**src/rtl/riscv_run_monitor_if.sv**
```systemverilog
// Bus bundle between the RISC-V run monitor and its driver: run control,
// core observation inputs and the pass/fail report.
interface riscv_run_monitor_if #(
    parameter int DATA_W   = 64,
    parameter int NUM_ELEM = 8,
    parameter int CNT_W    = 32
);
    localparam int IDX_W = (NUM_ELEM > 1) ? $clog2(NUM_ELEM) : 1;

    logic                         start;
    logic [DATA_W-1:0]            pc_in;
    logic [NUM_ELEM*DATA_W-1:0]   elem_flat;
    logic [NUM_ELEM*DATA_W-1:0]   exp_flat;
    logic                         core_reset;
    logic                         busy;
    logic                         done;
    logic                         pass;
    logic                         timeout;
    logic [IDX_W-1:0]             mismatch_idx;
    logic [CNT_W-1:0]             cycle_count;

    modport master (
        output start, pc_in, elem_flat, exp_flat,
        input  core_reset, busy, done, pass, timeout, mismatch_idx, cycle_count
    );

    modport slave (
        input  start, pc_in, elem_flat, exp_flat,
        output core_reset, busy, done, pass, timeout, mismatch_idx, cycle_count
    );
endinterface

```
**src/rtl/riscv_run_monitor.sv**
```systemverilog
// Run controller/checker for the pipelined RISC-V core: holds core reset, runs until
// the PC self-loops or the watchdog fires, then compares result words one per cycle.
module riscv_run_monitor #(
    parameter int DATA_W         = 64,
    parameter int NUM_ELEM       = 8,
    parameter int RESET_CYCLES   = 2,
    parameter int STABLE_CYCLES  = 4,
    parameter int TIMEOUT_CYCLES = 700,
    parameter int CNT_W          = 32
) (
    input logic               clk,
    input logic               reset,
    riscv_run_monitor_if.slave bus
);
    localparam int IDX_W  = (NUM_ELEM > 1) ? $clog2(NUM_ELEM) : 1;
    localparam int HOLD_W = $clog2(RESET_CYCLES + 1);
    localparam int STAB_W = $clog2(STABLE_CYCLES + 1);

    localparam logic [2:0] S_IDLE  = 3'd0;
    localparam logic [2:0] S_HOLD  = 3'd1;
    localparam logic [2:0] S_RUN   = 3'd2;
    localparam logic [2:0] S_CHECK = 3'd3;
    localparam logic [2:0] S_DONE  = 3'd4;

    localparam logic [HOLD_W-1:0] HOLD_LAST = HOLD_W'(RESET_CYCLES - 1);
    localparam logic [STAB_W-1:0] STAB_LAST = STAB_W'(STABLE_CYCLES - 1);
    localparam logic [CNT_W-1:0]  CNT_LAST  = CNT_W'(TIMEOUT_CYCLES - 1);
    localparam logic [IDX_W-1:0]  IDX_LAST  = IDX_W'(NUM_ELEM - 1);

    logic [2:0]        state;
    logic [HOLD_W-1:0] hold_cnt;
    logic [STAB_W-1:0] stable_cnt;
    logic [DATA_W-1:0] prev_pc;
    logic              prev_valid;
    logic [IDX_W-1:0]  chk_idx;
    logic              pass_r;
    logic              timeout_r;
    logic [IDX_W-1:0]  mis_idx_r;
    logic [CNT_W-1:0]  cnt_r;

    logic [CNT_W-1:0]  cnt_inc;
    logic              pc_same;
    logic              halt;
    logic [DATA_W-1:0] cur_elem;
    logic [DATA_W-1:0] cur_exp;

    always_comb begin
        cnt_inc  = (&cnt_r) ? cnt_r : cnt_r + 1'b1;
        pc_same  = prev_valid && (bus.pc_in == prev_pc);
        // halt is the cycle on which the stable run reaches STABLE_CYCLES
        halt     = pc_same && (stable_cnt == STAB_LAST);
        cur_elem = bus.elem_flat[chk_idx*DATA_W +: DATA_W];
        cur_exp  = bus.exp_flat[chk_idx*DATA_W +: DATA_W];
    end

    always_ff @(posedge clk or negedge reset) begin
        if (!reset) begin
            state      <= S_IDLE;
            hold_cnt   <= '0;
            stable_cnt <= '0;
            prev_pc    <= '0;
            prev_valid <= 1'b0;
            chk_idx    <= '0;
            pass_r     <= 1'b0;
            timeout_r  <= 1'b0;
            mis_idx_r  <= '0;
            cnt_r      <= '0;
        end else begin
            case (state)
                S_IDLE, S_DONE: begin
                    if (bus.start) begin
                        state      <= S_HOLD;
                        hold_cnt   <= '0;
                        stable_cnt <= '0;
                        prev_valid <= 1'b0;
                        pass_r     <= 1'b0;
                        timeout_r  <= 1'b0;
                        mis_idx_r  <= '0;
                        cnt_r      <= '0;
                    end
                end
                S_HOLD: begin
                    if (hold_cnt == HOLD_LAST) begin
                        state <= S_RUN;
                    end else begin
                        hold_cnt <= hold_cnt + 1'b1;
                    end
                end
                S_RUN: begin
                    cnt_r      <= cnt_inc;
                    prev_pc    <= bus.pc_in;
                    prev_valid <= 1'b1;
                    stable_cnt <= pc_same ? stable_cnt + 1'b1 : '0;
                    if (halt) begin
                        state   <= S_CHECK;
                        chk_idx <= '0;
                    end else if (cnt_inc == CNT_LAST) begin
                        state     <= S_DONE;
                        timeout_r <= 1'b1;
                        pass_r    <= 1'b0;
                    end
                end
                S_CHECK: begin
                    if (cur_elem != cur_exp) begin
                        state     <= S_DONE;
                        pass_r    <= 1'b0;
                        mis_idx_r <= chk_idx;
                    end else if (chk_idx == IDX_LAST) begin
                        state  <= S_DONE;
                        pass_r <= 1'b1;
                    end else begin
                        chk_idx <= chk_idx + 1'b1;
                    end
                end
                default: state <= S_IDLE;
            endcase
        end
    end

    assign bus.core_reset   = (state == S_IDLE) || (state == S_HOLD);
    assign bus.busy         = (state == S_HOLD) || (state == S_RUN) || (state == S_CHECK);
    assign bus.done         = (state == S_DONE);
    assign bus.pass         = pass_r;
    assign bus.timeout      = timeout_r;
    assign bus.mismatch_idx = mis_idx_r;
    assign bus.cycle_count  = cnt_r;
endmodule
```
**src/flat_wrapper.sv**
```systemverilog
// flat-port wrapper written by rule: the top's interface ports become plain ports
module riscv_run_monitor_flat 
#(
    parameter int DATA_W         = 64,
    parameter int NUM_ELEM       = 8,
    parameter int RESET_CYCLES   = 2,
    parameter int STABLE_CYCLES  = 4,
    parameter int TIMEOUT_CYCLES = 700,
    parameter int CNT_W          = 32
)
  (clk, reset, bus_start, bus_pc_in, bus_elem_flat, bus_exp_flat, bus_core_reset, bus_busy, bus_done, bus_pass, bus_timeout, bus_mismatch_idx, bus_cycle_count);
  riscv_run_monitor_if #(.DATA_W(DATA_W), .NUM_ELEM(NUM_ELEM), .CNT_W(CNT_W)) bus_i ();
  input logic clk;
  input logic reset;
  input wire logic [$bits(bus_i.start)-1:0] bus_start;
  input wire logic [$bits(bus_i.pc_in)-1:0] bus_pc_in;
  input wire logic [$bits(bus_i.elem_flat)-1:0] bus_elem_flat;
  input wire logic [$bits(bus_i.exp_flat)-1:0] bus_exp_flat;
  output wire logic [$bits(bus_i.core_reset)-1:0] bus_core_reset;
  output wire logic [$bits(bus_i.busy)-1:0] bus_busy;
  output wire logic [$bits(bus_i.done)-1:0] bus_done;
  output wire logic [$bits(bus_i.pass)-1:0] bus_pass;
  output wire logic [$bits(bus_i.timeout)-1:0] bus_timeout;
  output wire logic [$bits(bus_i.mismatch_idx)-1:0] bus_mismatch_idx;
  output wire logic [$bits(bus_i.cycle_count)-1:0] bus_cycle_count;
  assign bus_i.start = bus_start;
  assign bus_i.pc_in = bus_pc_in;
  assign bus_i.elem_flat = bus_elem_flat;
  assign bus_i.exp_flat = bus_exp_flat;
  assign bus_core_reset = bus_i.core_reset;
  assign bus_busy = bus_i.busy;
  assign bus_done = bus_i.done;
  assign bus_pass = bus_i.pass;
  assign bus_timeout = bus_i.timeout;
  assign bus_mismatch_idx = bus_i.mismatch_idx;
  assign bus_cycle_count = bus_i.cycle_count;
  riscv_run_monitor #(.DATA_W(DATA_W), .NUM_ELEM(NUM_ELEM), .RESET_CYCLES(RESET_CYCLES), .STABLE_CYCLES(STABLE_CYCLES), .TIMEOUT_CYCLES(TIMEOUT_CYCLES), .CNT_W(CNT_W)) u_core (.clk(clk), .reset(reset), .bus(bus_i));
endmodule
```
**config.mk**
```make
export PLATFORM = sky130hd
export DESIGN_NAME = riscv_run_monitor_flat
export DESIGN_NICKNAME = d
export VERILOG_FILES = /design/src/rtl/riscv_run_monitor_if.sv /design/src/rtl/riscv_run_monitor.sv /design/src/flat_wrapper.sv
export SDC_FILE = /design/constraint.sdc
export NUM_CORES = 1
export LEC_CHECK = 0
export CAP_MARGIN = 20
export CORE_AREA = 2 2 438 440
export CTS_CLUSTER_DIAMETER = 50
export CTS_CLUSTER_SIZE = 30
export DETAILED_ROUTE_END_ITERATION = 12
export DIE_AREA = 0 0 440 442
export PLACE_DENSITY = 0.38
export REMOVE_ABC_BUFFERS = 1
export SLEW_MARGIN = 0
export SYNTH_ARGS = -nofsm -noshare
export SYNTH_HDL_FRONTEND = slang
export SYNTH_SLANG_ARGS = --single-unit
```
**constraint.sdc**
```tcl
create_clock -name clk -period 4.8 [get_ports clk]
set_clock_uncertainty 0.05 [all_clocks]
set_input_delay 0.48 -clock clk [delete_from_list [all_inputs] [get_ports clk]]
set_output_delay 0.48 -clock clk [all_outputs]
set_load 0.02 [all_outputs]
```
### Word-level counts from Yosys, hierarchy flattened

Index checks and enable logic that the tools add are counted.

| word-level totals | value |
|---|---|
| logic and storage cells | 89 |
| register bits | 113 |

| operators by class | value |
|---|---|
| reduce and logical (&&, ||, !) cells | 20 |
| shifts and indexed selects | 2 |
| mux-type cells | 32 |
| add/sub/neg operators | 4 |
| equal/unequal tests | 21 |

Operators with widths:

| kind | number |
|---|---|
| indexed part select 512 x 10 -> 64 bit | 2 |
| equality test 64 bit | 1 |
| 2-to-1 mux 32 bit | 2 |
| inequality test 64 bit | 1 |
| one-hot mux 32 bit (2 select lines) | 1 |
| 2-to-1 mux 3 bit | 12 |
| adder 32 x 1 -> 32 bit, second input constant | 1 |
| equality test 32 x 10 -> 1 bit, second input constant | 1 |
| AND reduction 32 bit | 1 |
| one-hot mux 3 bit (2 select lines) | 3 |
| one-hot mux 3 bit (4 select lines) | 1 |
| AND reduction 4 bit | 3 |
| inequality test 2 bit, second input constant | 5 |
| equality test 3 x 2 -> 1 bit, second input constant | 3 |
| inequality test 2 x 1 -> 1 bit, second input constant | 4 |
| nonzero test 2 bit | 4 |
| 2-to-1 mux 1 bit | 7 |
| adder 3 x 1 -> 3 bit, second input constant | 2 |
| equality test 3 bit, second input constant | 2 |
| inequality test 3 x 1 -> 1 bit, second input constant | 2 |
| AND reduction 3 bit | 2 |
| AND reduction 5 bit | 1 |
| 2-to-1 mux 2 bit | 2 |
| one-hot mux 1 bit (2 select lines) | 2 |
| other kinds (11) | 14 |

### Depth between registers and ports, before layout

| logic depth | value |
|---|---|
| word-level depth | 6 |
| gate-level depth with buffers | 13 |

### Worst setup path before layout

Ideal clock, no wire load.

| timing path | value |
|---|---|
| path kind | flip-flop to flip-flop |
| start point | reg u_core.cnt_r[5], in the netlist u_core.bus.cycle_count[5] |
| end point | reg u_core.state[1] |
| path slack | 1722 ps |
| arrival time | 2897 ps |
| path buffers | 2 |
| period minus slack after synthesis | 3078 ps |
| stages on the path, launching flop included | 12 |
| required time | 4619 ps |
| path through | dfrtp_1 > clkbuf_1 > and4_1 > clkbuf_1 > nand4_1 > nor4_1 > mux2_2 > nor4_1 > nand4_1 > nor4_2 > nor2_1 > or3_1 |

| on the way | value |
|---|---|
| longest elaborated chain between the ends | 5 |
| elaborated cells on any way between the ends | 6 |
| classes of those cells | add/sub (1); eq/ne (2); mux (1); reduce/logical (2) |

Ends and longest elaborated chain:

| what | line | source |
|---|---|---|
| start: declaration | riscv_run_monitor.sv:39 | `logic [CNT_W-1:0] cnt_r;` |
| start signal: assignment | riscv_run_monitor.sv:90 | `cnt_r <= cnt_inc;` |
| adder 32 x 1 -> 32 bit / AND reduction 32 bit (equally long branches) | riscv_run_monitor.sv:48 | `cnt_inc = (&cnt_r) ? cnt_r : cnt_r + 1'b1;` |
| 2-to-1 mux 32 bit (*) | riscv_run_monitor.sv:48 |  |
| equality test 32 x 10 -> 1 bit (*) | riscv_run_monitor.sv:97 | `end else if (cnt_inc == CNT_LAST) begin` |
| inequality test 3 x 1 -> 1 bit (no source line) (*) | -- |  |
| AND reduction 4 bit (no source line) (*) | -- |  |
| end signal: assignment | riscv_run_monitor.sv:95 | `state <= S_CHECK;` |
| end signal: assignment | riscv_run_monitor.sv:98 | `state <= S_DONE;` |
| end signal: assignment | riscv_run_monitor.sv:105 | `state <= S_DONE;` |
| end: declaration | riscv_run_monitor.sv:30 | `logic [2:0] state;` |

Mark *: on every way between the ends. The rest lies on a longest branch, timed or not.
A chain may end at the register's enable or synchronous reset.

### Worst setup path in the final report

| timing path | value |
|---|---|
| start point | reg u_core.chk_idx[1] |
| end point | reg u_core.chk_idx[2] |

| on the way | value |
|---|---|
| longest elaborated chain between the ends | 4 |
| elaborated cells on any way between the ends | 11 |
| classes of those cells | add/sub (1); eq/ne (4); shift (2); mux (3); reduce/logical (1) |

Ends and longest elaborated chain:

| what | line | source |
|---|---|---|
| start: declaration | riscv_run_monitor.sv:35 | `logic [IDX_W-1:0] chk_idx;` |
| start signal: assignment | riscv_run_monitor.sv:112 | `chk_idx <= chk_idx + 1'b1;` |
| indexed part select 512 x 10 -> 64 bit (tied with other cells) | riscv_run_monitor.sv:52 | `cur_elem = bus.elem_flat[chk_idx*DATA_W +: DATA_W];` |
| inequality test 64 bit / 2-to-1 mux 3 bit (equally long branches) | riscv_run_monitor.sv:104, riscv_run_monitor.sv:108 |  |
| inequality test 2 bit (no source line) / 2-to-1 mux 3 bit (equally long branches) | -- |  |
| AND reduction 4 bit (no source line) / one-hot mux 3 bit (2 select lines) (equally long branches) | -- |  |

Several ways; a longest one is shown, not always the timed one. The select of a mux whose other input is x is not followed.

==> qor.log <==
INFO  sta            setup_viol_count_final=0
INFO  global_routing grt_antenna_before_repair=152
INFO  sta            timing_max_transition_violations_final=0
INFO  setup_path     timing.critical_path.to_type=register
INFO  drt            detail_route.drc_violations=0
INFO  synthesis      synth.largest_area_cell=sky130_fd_sc_hd__mux4_2
INFO  clocking       tritoncts=yes
INFO  synthesis      area_of_the_mapped_netlist=14100um^2
INFO  drt            final_antenna_net_count=0
INFO  synthesis      synth_simple_gate_area_frac=0.166
INFO  global_routing groute.usage.overall=0.159
INFO  clocking       clock_insertion_delay_worst_skew=0.47ns
INFO  setup_path     critPathMostFrequentCell=sky130_fd_sc_hd__buf_4
INFO  sta            max_clock_freq=0.234GHz
INFO  sta            layout_min_cycle_time=4.27ns
INFO  sta            tns=0ns
INFO  synthesis      synth_top_family_by_area=multiplexers
INFO  cells_and_area filler_cell_count=21300
INFO  cells_and_area syn2layout_area_growth=107%
INFO  sta            final.period_utilization=0.889
INFO  sta            grt_setup_unrepaired=false
INFO  drt            routed_wire_length_per_instance=30.9um
INFO  cells_and_area post-route-util=0.155
INFO  floorplanning  std_cell_rows=160
INFO  setup_path     critPathKind=reg -> reg
INFO  setup_path     crit_path_cell_trace=buf_4 > mux4_2 > xnor2_1 > nand2_1 > a2111oi_1 > buf_4 > o2111ai_1 > nor4_4 > buf_4 > nand4_2 > nor3_4 > mux2i_1
INFO  global_routing vias_in_the_first_global_route=18100
INFO  setup_path     crit_path_max_fanout=22
INFO  floorplanning  top_level_i_o_count=1131
INFO  cells_and_area multi_input_area=10800um^2
INFO  drt            post_drt_via_cell_ratio=3.42
INFO  power_and_ir_drop peakVddDrop=225uV
INFO  drt            detail_route.first_pass.iterations=5
INFO  cells_and_area layout-drive-gt1-share=0.103
INFO  global_routing grt-ovfl-total=0
INFO  floorplanning  dieArea=194000um^2
INFO  synthesis      ys_seq_elements=113
INFO  synthesis      synth_top_flop_cell=sky130_fd_sc_hd__dfrtp_1
INFO  floorplanning  starting_density_of_the_core=0.0746
INFO  sta            count_of_endpoints_failing_hold_in_the_final_timing_report=0
INFO  placement      placement.io_buffers=1130
INFO  floorplanning  floorplan.die.height=442um
INFO  power_and_ir_drop power_leakage=10.1nW
INFO  synthesis      synth-adder-area-share=0.00531
INFO  clocking       clock_tree.buffer_depth=2
INFO  placement      place.detailed.hpwl=144mm
INFO  synthesis      synth_mux_area_frac=0.272
INFO  placement      gpl.final_weighted_congestion=0.967
INFO  cells_and_area seq_area=2840um^2
INFO  sta            slew_headroom=0.218
INFO  global_routing grt_pass1_wl=199mm
INFO  synthesis      synth_edf_count=0
INFO  setup_path     timing.critical_path.slowest_stage_cell=sky130_fd_sc_hd__dfrtp_4
INFO  power_and_ir_drop power=5.54mW
INFO  clocking       numClockSinks=113
INFO  floorplanning  die_w=440um
INFO  setup_path     regToRegSetupSlack=0.53ns
INFO  drt            totalWireLength=159mm
INFO  clocking       cts.root.buffer_cell=sky130_fd_sc_hd__clkbuf_16
INFO  setup_path     ff2ff_path_depth=12
INFO  sta            holdWs=0.430ns
INFO  floorplanning  core_area=190000um^2
INFO  synthesis      synth-xor-area-share=0.229
INFO  synthesis      ys_seq_area_frac=0.200
INFO  synthesis      netlist.area_leader.share=0.250
INFO  sta            timing_worst_slew_pin_value=1.16ns
INFO  setup_path     crit_path_max_incr_delay=0.77ns
INFO  worst_hold_path hp-class=in -> async
INFO  clocking       clkTransAtPathRegs=0.07ns
INFO  synthesis      asyncSetResetFlopFracSynth=1.00
INFO  synthesis      synth.area.top_cells=sky130_fd_sc_hd__mux4_2 (25%), sky130_fd_sc_hd__dfrtp_1 (20%), sky130_fd_sc_hd__xor2_1 (12%)
INFO  synthesis      post-synth-top-count-cell=sky130_fd_sc_hd__nand2_1
INFO  power_and_ir_drop power.density=189nW/um^2
INFO  outcome        status=completed
INFO  run            maxCapViolations=0
INFO  synthesis      post_synth_most_frequent_cells=sky130_fd_sc_hd__nand2_1 (264), sky130_fd_sc_hd__xor2_1 (199), sky130_fd_sc_hd__xnor2_1 (170)
INFO  setup_path     worstSetupStartpointType=register
INFO  setup_path     critical_path_required=5.15ns
INFO  drt            num_vias=17600
INFO  global_routing grt_max_degree=71
INFO  synthesis      synth.avg_cell_area=9.58um^2
INFO  synthesis      number_of_warnings_issued_by_yosys=0
INFO  setup_path     timing.critical_path.arrival=4.62ns
INFO  synthesis      area_fraction_in_compound_gates_after_synthesis=0.0896
INFO  cells_and_area nNetsFinal=3679
INFO  clocking       htree_num_levels=4
INFO  synthesis      synth.distinct_cells=66
INFO  drt            initialDrtViolationCount=1218
INFO  synthesis      netlist_instances=1476
INFO  clocking       number_of_buffers_inserted_during_clock_tree_synthesis=17
through the flow:
stage | instance area (um^2) | worst slack, ns | std cells
3_3_place_gp | 28600 | -0.381 | 5069
5_1_grt | 29300 | 0.0616 | 5125
6_report | 29300 | 0.531 | 5147
3_5_place_dp | 28600 | -0.363 | 5070
2_1_floorplan | 13700 | -6.42 | 1382
4_1_cts | 29200 | 0.0848 | 5106
flip-flops by register name, indices dropped and copies added (netlist names):
register                 flops
u_core.prev_pc              64
u_core.bus.cycle_count      32
u_core.bus.mismatch_idx      3
u_core.chk_idx               3
u_core.stable_cnt            3
u_core.state                 3
u_core.hold_cnt              2
u_core.bus.pass              1
u_core.bus.timeout           1
u_core.prev_valid            1
worst max-delay path, delay by kind of cell (launching register included):
family          cells  cell delay, ns
flops               1            0.77
buf+inv             3            0.71
compound gates      2            0.90
simple gates        4            0.96
mux                 2            0.55
xor+xnor            1            0.19
worst paths after layout:
check / endpoint / startpoint
worst max-delay path: u_core.chk_idx[2] / u_core.chk_idx[1]
max in group asynchronous: u_core.chk_idx[0] / reset
min in group clk: u_core.stable_cnt[1] / u_core.stable_cnt[1]
worst max register to register: u_core.chk_idx[2] / u_core.chk_idx[1]
worst min-delay path: u_core.prev_pc[44] / reset
worst min register to register: u_core.stable_cnt[1] / u_core.stable_cnt[1]
area by class of cell:
cell class | instances | share of cell area
clock buffers | 18 | 0.0150
well taps | 2511 | 0.107
clock inverters | 14 | 0.00508
diodes | 41 | 0.00350
multi-input cells | 1250 | 0.368
flip-flops and latches | 113 | 0.0968
repair buffers | 1181 | 0.402
inverters | 19 | 0.00260
power by group:
part           internal [mW]  switching [mW]
registers               1.27           0.260
logic                   1.50            1.18
clock network          0.742           0.590
total                   3.51            2.03
kinds of logic (layout without fill, tap and decap cells):
family / count (synthesis) / in the layout
mux: 187 / 187
xor+xnor: 369 / 369
buf+inv: 113 / 1232
simple gates: 499 / 499
flops: 113 / 113
compound gates: 189 / 189
other cells: 0 / 41
fa+ha+maj: 6 / 6
routing by layer:
layer | GRT usage | wire length (um) | vias up | part of all wire
met5 | 0 | 261 | - | 0.0016
met4 | 0.0435 | 5180 | 38 | 0.033
met3 | 0.0368 | 10500 | 280 | 0.066
met2 | 0.305 | 86400 | 929 | 0.54
met1 | 0.170 | 56900 | 8624 | 0.36
li1 | - | - | 7720 | -
cells in the final DEF (no fill, tap or decap), drive strengths merged, types with 4 or more instances in the layout:
master	count
nand2	264
mux2i	25
nor4	34
and2	4
a2111oi	6
clkdlybuf4s50	1129
nand3b	5
o2111ai	4
and4	6
clkbuf	18
mux2	5
buf	51
o21ai	51
diode	41
nor2	55
o32ai	6
inv	25
o22ai	11
xnor2	170
nand3	31
xor2	199
and3	15
clkinv	5
a211oi	5
o31ai	14
a21oi	26
nor3	28
mux4	157
a31oi	16
dfrtp	113
o41ai	9
ha	6
nand4	38
o211ai	10
repair_timing:
item                                    in CTS  in global routing
hold buffers                                 1                  0
hold endpoints to repair                    26                  0
endpoints found under the setup margin      10                  2
resized for setup                            1                  2
setup buffers                                3                  0
cloned                                       0                  0
Power figures use the tool's default switching activity.
